--- src/rtl/lcd_frame_writer.sv ---
// Streams a 32-character screen template from a synchronous ROM to a 16x2 HD44780-class LCD
// over an 8-bit bus. Live fields (address, mode, keypad data, memory data) are substituted into
// fixed slots from a per-frame snapshot. Power-up wait and LCD init run once after reset, then
// frames refresh forever.
module lcd_frame_writer #(
  parameter int unsigned EN_HIGH_CYCLES      = 25,
  parameter int unsigned CMD_WAIT_CYCLES     = 2500,
  parameter int unsigned CLEAR_WAIT_CYCLES   = 100000,
  parameter int unsigned POWERUP_WAIT_CYCLES = 1000000
) (
  input  logic       clock,
  input  logic       reset,
  input  logic [4:0] addrIn,
  input  logic       writeMode,
  input  logic [7:0] dataIn,
  input  logic [7:0] dataMem,
  output logic [4:0] romAddr,
  input  logic [7:0] romData,
  output logic       lcdRs,
  output logic       lcdRw,
  output logic       lcdEn,
  output logic [7:0] lcdData,
  output logic       ready,
  output logic       frameDone
);

  localparam int unsigned MaxAb   = (EN_HIGH_CYCLES > CMD_WAIT_CYCLES) ?
                                    EN_HIGH_CYCLES : CMD_WAIT_CYCLES;
  localparam int unsigned MaxCd   = (CLEAR_WAIT_CYCLES > POWERUP_WAIT_CYCLES) ?
                                    CLEAR_WAIT_CYCLES : POWERUP_WAIT_CYCLES;
  localparam int unsigned MaxWait = (MaxAb > MaxCd) ? MaxAb : MaxCd;
  localparam int unsigned CntW    = $clog2(MaxWait + 1);

  typedef logic [CntW-1:0] cnt_t;

  // Counters run 0..N-1, so the terminal value of each phase is N-1.
  localparam cnt_t EnLast    = cnt_t'(EN_HIGH_CYCLES - 1);
  localparam cnt_t CmdLast   = cnt_t'(CMD_WAIT_CYCLES - 1);
  localparam cnt_t ClearLast = cnt_t'(CLEAR_WAIT_CYCLES - 1);
  localparam cnt_t PwrLast   = cnt_t'(POWERUP_WAIT_CYCLES - 1);

  typedef enum logic [2:0] {
    StPwrup, StFrame, StFetch, StLoad, StSetup, StEnHigh, StWait, StDone
  } state_t;

  // What the transfer currently in flight is, so the wait phase knows where to go next.
  typedef enum logic [1:0] {KindInit, KindRow, KindChar} kind_t;

  state_t     state_q, state_d;
  kind_t      kind_q, kind_d;
  cnt_t       cnt_q, cnt_d;
  logic [1:0] init_idx_q, init_idx_d;
  logic [4:0] char_q, char_d;
  logic [4:0] rom_addr_q, rom_addr_d;
  logic       rs_q, rs_d;
  logic [7:0] data_q, data_d;
  logic       ready_q, ready_d;
  logic [4:0] snap_addr_q, snap_addr_d;
  logic       snap_wm_q, snap_wm_d;
  logic [7:0] snap_din_q, snap_din_d;
  logic [7:0] snap_dmem_q, snap_dmem_d;

  logic [7:0] sub_byte;
  logic [4:0] tens, ones;
  logic       is_clear;
  cnt_t       wait_last;

  function automatic logic [7:0] init_cmd(input logic [1:0] idx);
    logic [7:0] cmd;
    unique case (idx)
      2'd0:    cmd = 8'h38;
      2'd1:    cmd = 8'h0C;
      2'd2:    cmd = 8'h06;
      default: cmd = 8'h01;
    endcase
    return cmd;
  endfunction

  function automatic logic [7:0] hex_char(input logic [3:0] n);
    return (n < 4'd10) ? (8'h30 + {4'h0, n}) : (8'h37 + {4'h0, n});
  endfunction

  // Replace template bytes in the live-field slots with snapshot-derived characters.
  always_comb begin
    tens = snap_addr_q / 5'd10;
    ones = snap_addr_q % 5'd10;
    case (char_q)
      5'd4:    sub_byte = 8'h30 + {3'b000, tens};
      5'd5:    sub_byte = 8'h30 + {3'b000, ones};
      5'd14:   sub_byte = snap_wm_q ? 8'h57 : 8'h52;
      5'd20:   sub_byte = hex_char(snap_din_q[7:4]);
      5'd21:   sub_byte = hex_char(snap_din_q[3:0]);
      5'd29:   sub_byte = hex_char(snap_dmem_q[7:4]);
      5'd30:   sub_byte = hex_char(snap_dmem_q[3:0]);
      default: sub_byte = romData;
    endcase
  end

  // Sequencer: power-up, init commands, then the endless frame refresh loop.
  always_comb begin
    state_d     = state_q;
    kind_d      = kind_q;
    cnt_d       = cnt_q;
    init_idx_d  = init_idx_q;
    char_d      = char_q;
    rom_addr_d  = rom_addr_q;
    rs_d        = rs_q;
    data_d      = data_q;
    ready_d     = ready_q;
    snap_addr_d = snap_addr_q;
    snap_wm_d   = snap_wm_q;
    snap_din_d  = snap_din_q;
    snap_dmem_d = snap_dmem_q;
    is_clear    = !rs_q && (data_q == 8'h01);
    wait_last   = is_clear ? ClearLast : CmdLast;

    unique case (state_q)
      StPwrup: begin
        if (cnt_q == PwrLast) begin
          cnt_d      = '0;
          kind_d     = KindInit;
          init_idx_d = 2'd0;
          rs_d       = 1'b0;
          data_d     = init_cmd(2'd0);
          state_d    = StSetup;
        end else begin
          cnt_d = cnt_q + cnt_t'(1);
        end
      end
      StFrame: begin
        snap_addr_d = addrIn;
        snap_wm_d   = writeMode;
        snap_din_d  = dataIn;
        snap_dmem_d = dataMem;
        char_d      = 5'd0;
        kind_d      = KindRow;
        rs_d        = 1'b0;
        data_d      = 8'h80;
        state_d     = StSetup;
      end
      StFetch: begin
        state_d = StLoad;
      end
      StLoad: begin
        kind_d  = KindChar;
        rs_d    = 1'b1;
        data_d  = sub_byte;
        state_d = StSetup;
      end
      StSetup: begin
        cnt_d   = '0;
        state_d = StEnHigh;
      end
      StEnHigh: begin
        if (cnt_q == EnLast) begin
          cnt_d   = '0;
          state_d = StWait;
        end else begin
          cnt_d = cnt_q + cnt_t'(1);
        end
      end
      StWait: begin
        if (cnt_q == wait_last) begin
          cnt_d = '0;
          unique case (kind_q)
            KindInit: begin
              if (init_idx_q == 2'd3) begin
                ready_d = 1'b1;
                state_d = StFrame;
              end else begin
                init_idx_d = init_idx_q + 2'd1;
                data_d     = init_cmd(init_idx_q + 2'd1);
                state_d    = StSetup;
              end
            end
            KindRow: begin
              rom_addr_d = char_q;
              state_d    = StFetch;
            end
            KindChar: begin
              if (char_q == 5'd15) begin
                char_d  = 5'd16;
                kind_d  = KindRow;
                rs_d    = 1'b0;
                data_d  = 8'hC0;
                state_d = StSetup;
              end else if (char_q == 5'd31) begin
                state_d = StDone;
              end else begin
                char_d     = char_q + 5'd1;
                rom_addr_d = char_q + 5'd1;
                state_d    = StFetch;
              end
            end
            default: state_d = StFrame;
          endcase
        end else begin
          cnt_d = cnt_q + cnt_t'(1);
        end
      end
      StDone: begin
        state_d = StFrame;
      end
      default: state_d = StPwrup;
    endcase
  end

  // State and datapath registers, all cleared by the asynchronous reset.
  always_ff @(posedge clock or posedge reset) begin
    if (reset) begin
      state_q     <= StPwrup;
      kind_q      <= KindInit;
      cnt_q       <= '0;
      init_idx_q  <= 2'd0;
      char_q      <= 5'd0;
      rom_addr_q  <= 5'd0;
      rs_q        <= 1'b0;
      data_q      <= 8'h00;
      ready_q     <= 1'b0;
      snap_addr_q <= 5'd0;
      snap_wm_q   <= 1'b0;
      snap_din_q  <= 8'h00;
      snap_dmem_q <= 8'h00;
    end else begin
      state_q     <= state_d;
      kind_q      <= kind_d;
      cnt_q       <= cnt_d;
      init_idx_q  <= init_idx_d;
      char_q      <= char_d;
      rom_addr_q  <= rom_addr_d;
      rs_q        <= rs_d;
      data_q      <= data_d;
      ready_q     <= ready_d;
      snap_addr_q <= snap_addr_d;
      snap_wm_q   <= snap_wm_d;
      snap_din_q  <= snap_din_d;
      snap_dmem_q <= snap_dmem_d;
    end
  end

  assign romAddr   = rom_addr_q;
  assign lcdRs     = rs_q;
  assign lcdRw     = 1'b0;
  assign lcdEn     = (state_q == StEnHigh);
  assign lcdData   = data_q;
  assign ready     = ready_q;
  assign frameDone = (state_q == StDone);

endmodule
--- config.mk ---
export PLATFORM = sky130hd
export DESIGN_NAME = lcd_frame_writer
export DESIGN_NICKNAME = d
export VERILOG_FILES = /design/src/rtl/lcd_frame_writer.sv
export SDC_FILE = /design/constraint.sdc
export NUM_CORES = 1
export LEC_CHECK = 0
export ABC_CLOCK_PERIOD_IN_PS = 4900
export CORE_MARGIN = 10
export CORE_UTILIZATION = 62
export DETAILED_ROUTE_END_ITERATION = 7
export PLACE_DENSITY = 0.87
export SLEW_MARGIN = 20
export SYNTH_ARGS = -nofsm -noshare
export SYNTH_HDL_FRONTEND = slang
export SYNTH_SLANG_ARGS = --single-unit
export TNS_END_PERCENT = 100
--- constraint.sdc ---
create_clock -name clock -period 4.9 [get_ports clock]
set_input_delay 0.98 -clock clock [delete_from_list [all_inputs] [get_ports clock]]
set_output_delay 0.98 -clock clock [all_outputs]
set_load 0.01 [all_outputs]
* After elaboration in Yosys (flattened, before gate mapping)
Index checks and enable logic that the tools add are counted.
Storage, ports and cells: register bits 69, output and inout bits 18, word-level logic and storage cells 135
Operators by class: equal/unequal tests 38, order comparisons 4, add/subtract/negate cells 13, div/mod/pow operators 2, muxes and demuxes 47, reduce and logical (&&, ||, !) cells 18
Operator list (number):
- $pmux W20 S4 | 1
- $mux W20 | 3
- $add A6 B4 Y7 const A | 8
- $pmux W8 S7 | 1
- $mux W8 | 4
- $pmux W8 S4 | 1
- $mux W7 | 4
- $eq A5 B5 Y1 const B | 5
- $mux W5 | 5
- $mux W3 | 7
- $pmux W3 S7 | 1
- $add A20 B1 Y20 const B | 1
- $eq A20 B17 Y1 | 1
- $eq A20 B20 Y1 const B | 1
- $eq A20 B5 Y1 const B | 1
- $pmux W5 S2 | 2
- $pmux W6 S3 | 1
- $mux W17 | 1
- $lt A4 B4 Y1 const B | 4
- $pmux W8 S2 | 1
- $reduce_and A5 Y1 | 3
- $add A6 B5 Y7 const A | 2
- $mux W2 | 7
- $eq A3 B3 Y1 const B | 4
- other kinds (30) | 53

* Depth between registers and ports, before layout
Gate-level depths: netlist (run 1).
depth in word-level cells 7, gate-level depth with buffers 9, mapped depth without buffers 9

* Least setup slack after synthesis (run 1)
OpenSTA, ideal clock, no wires.
kind reg2reg, start register char_q[2], end register data_q[0] (netlist: lcdData[0]), path slack 2.587 ns, cell stages (with the launch flop) 9, buffers on the path 1, required time 4.775 ns, arrival 2.188 ns, clock period less this slack 2.313 ns, path through dfrtp_1 > clkbuf_1 > and3_1 > ha_1 > nor2b_1 > nor4_1 > a31oi_2 > nor2_2 > mux2_2
Between the ends: cells in the longest elaborated chain, start to end 3, elaborated cells between the ends (all ways) 12
Ends and longest elaborated chain:
- from (decl) | line 53 | logic [4:0] char_q, char_d;
- from (signal assigned) | line 229 | char_q <= char_d;
- $eq A5 B5 Y1 (tied with other cells) | line 87 | case (char_q)
- $pmux W8 S7 / $ne A3 B3 Y1 (equally long branches)
- $pmux W8 S4 / $reduce_and A6 Y1 (equally long branches)
- to (signal assigned) | line 232 | data_q <= data_d;
- to (decl) | line 56 | logic [7:0] data_q, data_d;
Several ways; a longest one is shown, not always the timed one. A chain may end at the register's enable or synchronous reset.

* Worst setup path in the final report (run 1)
start register cnt_q[6], end register cnt_q[17]
Between the ends: cells in the longest elaborated chain, start to end 3, elaborated cells between the ends (all ways) 8
Ends and longest elaborated chain:
- from (decl) | line 51 | cnt_t cnt_q, cnt_d;
- from (signal assigned) | line 227 | cnt_q <= cnt_d;
- $add A20 B1 Y20 (tied with other cells) | line 127, 159, 198
- $mux W20 (on tied branches) | line 163, 119, 155
- $pmux W20 S4 (*) | line 117 | unique case (state_q)
Every way passes the cells marked *; elsewhere a longest branch is shown, timed or not.

==> reports/results.tsv, run 1 <==
metric	value	unit
status	finished, final reports clean	
cts.sink_count	68	
rsz0062_at_grt	false	
vias	4220	
grt_pass1_vias	4003	
worstSetupEndpointType	flop	
synth_area_leader_cell	dfrtp_1	
synthDominantCellAreaShare	37.61	%
cp_max_fo	19	
drt-met1-wl	5126	um
seq_power_share	50.3	%
peakVddDrop	201.4	uV
fin_tns_setup	0	ps
grt_pass1_wl	19960	um
start_util	63.05	%
power_density	211.5	mW/mm2
layout_commonest_cell	nand2_1	
comb_power_share	3.5	%
numCtsBuffers	9	
nets	616	
setup_slack	2003	ps
synth_top_family_by_area	simple AND/OR/NAND/NOR gates	
grt_max_degree	46	
hold_viol_final	0	
clk_pin_slew	80	ps
route.antenna.remaining_nets	0	
clk_latency	360	ps
avgSynthCellArea	8.504	um2
internal_power	0.8676	mW
wl_met3	948	um
final-max-slew-violation-count	0	
die_w	105.4	um
p_switching	0.2475	mW
synth_area	0.004524	mm2
clockBufferDepth	2	
start_kind	flop	
yosysWarnings	0	
dpl.hpwl	8773	um
dp_slack	2046	ps
post-route-period-util	59.12	%
power_frac_clock	46.3	%
final_cells	671	
rows	31	
required	5120	ps
overflow	0	
io_pins	50	
viasPerCell	6.289	
syn_to_final_growth	16.51	%
routed_wl	12000	um
ys_seq_area_share	37.61	%
synth_nets	580	
antenna_found_initial	0	
cap_violations	0	
grt_usage	21.63	%
io_buffers	48	
top_layer	met4	
place_inst	656	
final.setup_skew	15.44	ps
netlist_instances	532	
max_freq	345.2	MHz
die_h	105.4	um
ys_ff_latch	68	
slew_headroom	36.37	%
synth_compound_area_share	21.71	%
place_congestion	1.004	
path_class	flop to flop	
cts-root-buf	clkbuf_8	
met2_wirelength	5646	um
synthAdderAreaFrac	4.425	%
muxShareOfSynthArea	5.171	%
drtIter0Drc	312	
leakage	2.193	nW
synth_cell_types	70	
synth-xor-area-share	2.323	%
postCtsSetupBuffers	0	
tightestPinTransition	953.0	ps
synthTopCellsByArea	dfrtp_1 (38%), nand2_1 (6.0%), o21ai_0 (4.9%)	
synthFlopType	dfrtp_1	
min_period	2897	ps
synth_edf_count	0	
dieArea	0.01111	mm2
setup_violations	0	
htree_levels	3	
hp-class	flop to flop	
cts_tree	yes	
fill_cells	565	
fin_util	73.46	%
drt_pass1_iterations	5	
cts_hold_buf	0	
num_antenna_cells	0	
drive_gt1_share	8.916	%
drc	0	
core	0.007176	mm2
ys_async_sr_fraction	100.0	%
arrival	3110	ps
synth-simple-area-share	24.61	%
layout_common_cells	nand2_1 (72), dfrtp_1 (68), clkdlybuf4s50_1 (48)	
routedWlPerCell	17.89	um
sw_frac_of_total	22.19	%
ctsResizeCount	0	
## power groups by stage
stage / logic, mW / clock network, mW / registers, mW
5_1_grt: 0.0422 / 0.541 / 0.561
3_3_place_gp: 0.0383 / 0 / 0.572
6_report: 0.0385 / 0.516 / 0.561
3_5_place_dp: 0.0392 / 0 / 0.572
2_1_floorplan: 0.0102 / 0 / 0.572
4_1_cts: 0.0393 / 0.520 / 0.561
## final timing paths
path	slack [ps]	depth (start not counted)	start	end
min in group asynchronous	1150	2	reset	snap_din_q[6]
setup / recovery	2000	6	cnt_q[6]	cnt_q[17]
setup reg to reg	2000	6	cnt_q[6]	cnt_q[17]
max in group asynchronous	2860	3	reset	cnt_q[2]
hold / removal	480	1	ready	ready
hold reg to reg	480	1	ready	ready
## critical path, cell delays in order (launching register included)
cell      delay, ps
dfrtp_1         450
or3_1           410
or4_4           470
o31ai_4         310
nand2_2         300
nor2_1          600
o211ai_1        200
## synthesized netlist by cell type, drive strengths merged, types with 6 or more instances
cell	n
nor2	31
o31ai	8
inv	21
nor2b	14
ha	16
xnor2	10
o211ai	10
clkbuf	21
nand4	8
nand2	73
o22ai	13
and2	6
mux2	17
nand3	17
and3	7
a21oi	27
o21ai	55
nor3	18
nand2b	7
dfrtp	68
## area by class of cell
cell class	count	area (um2)	share of cell area [%]
multi-input cells	417	2650	50.27
flip-flops and latches	68	1702	32.28
repair buffers	51	503.0	9.542
clock buffers	9	123.9	2.350
well taps	99	123.9	2.350
clock inverters	6	90.09	1.709
inverters	21	78.83	1.495
## cell families (layout without fill, tap and decap cells)
logic type | after synthesis | in the layout
xor gates and xnor gates | 12 | 12
other | 1 | 1
DFF | 68 | 68
and+or+nand+nor | 216 | 216
AOI/OAI and AO/OA | 152 | 152
muxes | 20 | 20
adders and majority gates | 16 | 16
buffers and inverters | 47 | 87
## through the flow
stage	hold WS [ps]	power [mW]	area, um2
6_report	482.5	1.115	5271
5_1_grt	506.7	1.143	5271
4_1_cts	489.6	1.120	5265
3_5_place_dp	471.9	0.6110	5051
3_3_place_gp	458.6	0.6101	5049
2_1_floorplan	480.6	0.5821	4524
## flip-flops by register name, indices dropped and copies added, names as in the netlist
register,flops
char_q,5
cnt_q,20
init_idx_q,2
kind_q,2
lcdData,8
ready,1
romAddr,5
snap_addr_q,5
snap_din_q,8
snap_dmem_q,8
snap_wm_q,1
state_q,3
## layer usage
| metal | up-vias | GRT usage, % |
|---|---|---|
| li1 | 2008 | - |
| met1 | 1976 | 27.30 |
| met2 | 201 | 34.49 |
| met3 | 35 | 6.334 |
| met4 | 0 | 7.745 |
| met5 | - | 0 |
(Power assumes the default switching activity.)
==> inputs of run 2 (changes only) <==
Settings changed: ABC_CLOCK_PERIOD_IN_PS 4900 to 2900, CORE_UTILIZATION 62 to 57, PLACE_DENSITY 0.87 to 0.81.
Clock period 4.9 ns to 2.9 ns, I/O delays scaled along.
==> run 2 against run 1 <==
Combinational power up 76%. Cell count up 1.5%. Critical path depth grew 1. Utilization down 4.8 points. Power is 61% higher. Critical path type unchanged. Largest power group unchanged. Highest routed layer unchanged.
==> reports/results.tsv, run 2 (synthesis gave the netlist of run 1 again) <==
metric	value	unit	change
hold_viol_final	0		unchanged
hp-class	flop to flop		
worstSetupEndpointType	flop		
final_area	0.005308	mm2	+0.69%
total_power	1.797	mW	+61%
arrival	2810	ps	-300 ps
die_h	109.1	um	+3.5%
place_congestion	0.9081		-9.6%
post-route-period-util	88.78	%	+30 points
crit_top_cell	or3_1		
grt_pass1_wl	20020	um	+0.28%
final.setup_skew	8.342	ps	-7.094 ps
io_pins	50		unchanged
grt_pass1_vias	4069		+1.6%
peakVddDrop	192.4	uV	-4.5%
postCtsSetupBuffers	0		unchanged
top_register	cnt_q		
grt_usage	20.74	%	-0.89 points
nets	623		+1.1%
dieArea	0.01190	mm2	+7.1%
num_antenna_cells	0		unchanged
route.antenna.remaining_nets	0		unchanged
clk_pin_slew	70	ps	about the same
required	3140	ps	-1980 ps
cpMaxStageDelayCell	dfrtp_1		
ctsResizeCount	0		unchanged
min_from	ready		
routedWlPerCell	17.85	um	-0.18%
cts.sink_count	68		unchanged
syn_to_final_growth	17.31	%	
drive_gt1_share	9.672	%	+0.76 points
max_freq	388.4	MHz	+13%
cp_max_fo	10		-9
viasPerCell	6.206		-1.3%
top_usage_layer	met2		
reg2reg_depth	7		+1
vias	4226		+0.14%
grt_max_degree	44		-4.3%
start_kind	flop		
routed_wl	12160	um	+1.3%
fin_tns_setup	0	ps	unchanged
fill_cells	610		+8.0%
status	finished, final reports clean		
min_path_cells	1		unchanged
critical-path-max-stage-delay	450	ps	-150 ps
clk_latency	350	ps	about the same
grtUsageMet1	25.66	%	-1.6 points
leakage	2.228	nW	+1.6%
hold_slack	477.5	ps	-5.011 ps
cap_violations	0		unchanged
layout_commonest_cell	nand2_1		
r2r-start	cnt_q[6]		
cts_tree	yes		
drt_pass1_iterations	5		unchanged
largest_register_ffs	20		unchanged
clockBufferDepth	2		unchanged
path_class	flop to flop		
die_w	109.1	um	+3.5%
start_util	58.55	%	-4.5 points
grt.met3_usage	4.425	%	-1.9 points
antenna_found_initial	0		unchanged
rrSetupSlack	330	ps	-1680 ps
slew_headroom	51.05	%	+15 points
met2_usage	35.65	%	+1.2 points
min_period	2575	ps	-322.5 ps
io_buffers	48		unchanged
rows	32		+3.2%
final-max-slew-violation-count	0		unchanged
layout_common_cells	nand2_1 (72), dfrtp_1 (68), clkdlybuf4s50_1 (48)		
crit_chain	or3_1, or3_1, mux2i_4, a21oi_1, buf_4, nor3_1, o21ai_1		
core	0.007727	mm2	+7.7%
htree_levels	3		unchanged
drtIter0Drc	266		-15%
r2r_end	cnt_q[7]		
tightestPinTransition	734.2	ps	-218.8 ps
cts-root-buf	clkbuf_8		
numCtsBuffers	9		unchanged
cts_hold_buf	0		unchanged
overflow	0		unchanged
dpl.hpwl	9043	um	+3.1%
fin_util	68.69	%	-4.8 points
power_density	338.6	mW/mm2	+60%
rsz0062_at_grt	false		
setup_violations	0		unchanged
dpl-instance-area	0.005117	mm2	+1.3%
hold_end	ready		
drc	0		unchanged
-- run 2: cell count changes in the layout (fill, tap and decap cells not counted), sizes merged --
cell,delta
buf,+7
bufinv,-1
clkbuf,+1
-- run 2: critical path: cells and delay by family (launching register included) --
family	cells	cell delay [ps]
AO/OA/AOI/OAI	2	400
AND/OR/NAND/NOR	3	1040
multiplexers	1	300
flip-flops	1	450
buffers and inverters	1	270
-- run 2: power breakdown --
| group | switching, mW | internal [mW] | leakage [nW] |
|---|---|---|---|
| combinational | 0.0274 | 0.0404 | 1.26 |
| clock | 0.370 | 0.411 | 0.0979 |
| sequential | 0 | 0.948 | 0.873 |
-- run 2: worst max-delay path by stage --
stage	from	to	slack (ps)	cells past startpoint
2_1_floorplan	char_q[2]	lcdData[0]	590	8
3_3_place_gp	cnt_q[6]	cnt_q[1]	430	6
3_5_place_dp	cnt_q[6]	cnt_q[1]	350	6
4_1_cts	cnt_q[6]	cnt_q[1]	340	6
5_1_grt	char_q[2]	lcdData[6]	110	7
6_report	cnt_q[6]	cnt_q[7]	330	7
-- run 2: stage by stage --
stage	worst slack, ps	instances
3_5_place_dp	347.7	666
5_1_grt	112.1	681
2_1_floorplan	587.2	532
4_1_cts	337.9	681
6_report	325.5	681
3_3_place_gp	431.5	666
-- run 2: metal layers --
metal | vias to the layer above | share of wire [%]
met5 | - | 0
met4 | 0 | 1.4
met3 | 22 | 6.2
met2 | 148 | 49
met1 | 2027 | 43
li1 | 2029 | -
-- run 2: cell type report --
cell class | instances | area (um2) | area share [%]
multi-input combinational | 417 | 2641 | 49.76
sequential | 68 | 1702 | 32.06
tap | 102 | 127.6 | 2.405
timing repair buffer | 58 | 568.0 | 10.70
clock buffer | 10 | 137.6 | 2.593
inverter | 21 | 78.83 | 1.485
clock inverter | 5 | 52.55 | 0.9901
==> inputs of run 3 (changes only) <==
==> constraint.sdc (replaced) <==
create_clock -name clock -period 2.9 [get_ports clock]
set_input_delay 0.725 -clock clock [delete_from_list [all_inputs] [get_ports clock]]
set_output_delay 0.725 -clock clock [all_outputs]
set_load 0.01 [all_outputs]
==> run 3 against run 2 <==
Global-route usage rose by 0.58 points. Clock skew grew 2.6 ps. Sequential share of layout area fell by 0.26 points. Wire length increased by 0.44%. Critical path type is now flop to primary output. Highest routed layer unchanged.
==> reports/results.tsv, run 3 (synthesis gave the netlist of run 1 again) <==
metric	value	unit	change
dpl.hpwl	9035	um	about the same
drtIter0Drc	276		+3.8%
numCtsBuffers	9		unchanged
peakVddDrop	194.8	uV	+1.2%
p_switching	0.4189	mW	+5.3%
path_class	flop to primary output		
required	2170	ps	-970 ps
cts_hold_buf	0		unchanged
largest_register_ffs	20		unchanged
grt.met3_usage	5.251	%	+0.83 points
final-max-slew-violation-count	0		unchanged
clk_pin_slew	70	ps	about the same
comb_power_share	3.8	%	about the same
seq_power_share	50.1	%	-2.6 points
vias	4286		+1.4%
min_period	2599	ps	+24.31 ps
io_buffers	48		unchanged
drt_pass1_iterations	7		+2
cts-root-buf	clkbuf_8		
top_register	cnt_q		
drc	0		unchanged
grt_usage	21.32	%	+0.58 points
nets	624		+0.16%
num_antenna_cells	0		unchanged
slew_headroom	48.83	%	-2.2 points
clockBufferDepth	2		unchanged
max_freq	384.8	MHz	-0.94%
die_w	109.1	um	unchanged
leakage	2.244	nW	+0.75%
start_kind	flop		
cts.sink_count	68		unchanged
io_pins	50		unchanged
die_h	109.1	um	unchanged
dieArea	0.01190	mm2	unchanged
status	finished, final reports clean		
cp_max_fo	14		+4
core	0.007727	mm2	unchanged
grtUsageMet1	27.08	%	+1.4 points
arrival	1870	ps	-940 ps
power_frac_clock	46.1	%	+2.6 points
cap_violations	0		unchanged
worstSetupEndpointType	primary output		
syn_to_final_growth	18.28	%	
ctsResizeCount	0		unchanged
overflow	0		unchanged
tightestPinTransition	767.5	ps	+33.27 ps
route.antenna.remaining_nets	0		unchanged
grt_max_degree	32		-27%
postCtsSetupBuffers	0		unchanged
cts_tree	yes		
setup_violations	0		unchanged
fin_tns_setup	0	ps	unchanged
clk_latency	360	ps	about the same
routedWlPerCell	17.91	um	+0.30%
drive_gt1_share	9.828	%	+0.16 points
top_usage_layer	met2		
htree_levels	3		unchanged
layout_common_cells	nand2_1 (72), dfrtp_1 (68), clkdlybuf4s50_1 (48)		
viasPerCell	6.284		+1.3%
met2_usage	34.53	%	-1.1 points
hp-class	flop to flop		
start_util	58.55	%	unchanged
rsz0062_at_grt	false		
grt_pass1_wl	20470	um	+2.2%
rows	32		unchanged
post-route-period-util	89.62	%	+0.84 points
routed_wl	12210	um	+0.44%
antenna_found_initial	0		unchanged
place_congestion	0.9079		about the same
power_density	353.1	mW/mm2	+4.3%
final.setup_skew	10.99	ps	+2.650 ps
grt_pass1_vias	4131		+1.5%
hold_viol_final	0		unchanged
sw_frac_of_total	22.17	%	+0.026 points
rrSetupSlack	310	ps	-20 ps
hold_slack	484.2	ps	+6.695 ps
layout_commonest_cell	nand2_1		
internal_power	1.471	mW	+5.1%
==> run 3: worst paths after layout <==
path	cells past startpoint	end	from
setup / recovery	2	lcdEn	state_q[1]
hold reg to reg	1	ready	ready
hold / removal	1	ready	ready
setup reg to reg	7	cnt_q[7]	cnt_q[6]
min in group asynchronous	2	snap_addr_q[2]	reset
max in group asynchronous	3	cnt_q[19]	reset
==> run 3: routing by layer <==
metal	part of all wire, %	wire length (um)	vias up
met5	0	0	-
met4	2.0	244	0
met3	8.5	1041	28
met2	48	5866	190
met1	41	5060	2032
li1	-	-	2036
==> run 3: metrics by stage <==
step	instance area (um2)	instances	power [mW]	util, %	worst slack (ps)
6_report	5351	682	1.890	69.25	301.1
5_1_grt	5351	682	1.948	69.25	110.4
4_1_cts	5351	682	1.896	69.25	285.8
3_5_place_dp	5137	667	1.038	66.48	352.7
3_3_place_gp	5137	667	1.037	66.48	427.2
2_1_floorplan	4524	532	0.9835	-	463.5
==> run 3: final cells by class <==
type / instances / area (um2)
Multi-Input combinational cell: 417 / 2641
Fill cell: 625 / 2376
Sequential cell: 68 / 1702
Timing Repair Buffer: 59 / 588.1
Tap cell: 102 / 127.6
Clock buffer: 9 / 123.9
Clock inverter: 6 / 90.09
Inverter: 21 / 78.83
==> run 3: worst max-delay path, cell delays in order (launching register included) <==
cell	delay [ps]
dfrtp_1	540
nor2_1	370
clkdlybuf4s50_1	610
==> run 3: power groups by stage <==
stage	Sequential [mW]	Clock [mW]	Combinational, mW
2_1_floorplan	0.966	0	0.0173
3_3_place_gp	0.966	0	0.0709
3_5_place_dp	0.966	0	0.0723
4_1_cts	0.947	0.876	0.0728
5_1_grt	0.947	0.923	0.0781
6_report	0.947	0.871	0.0710
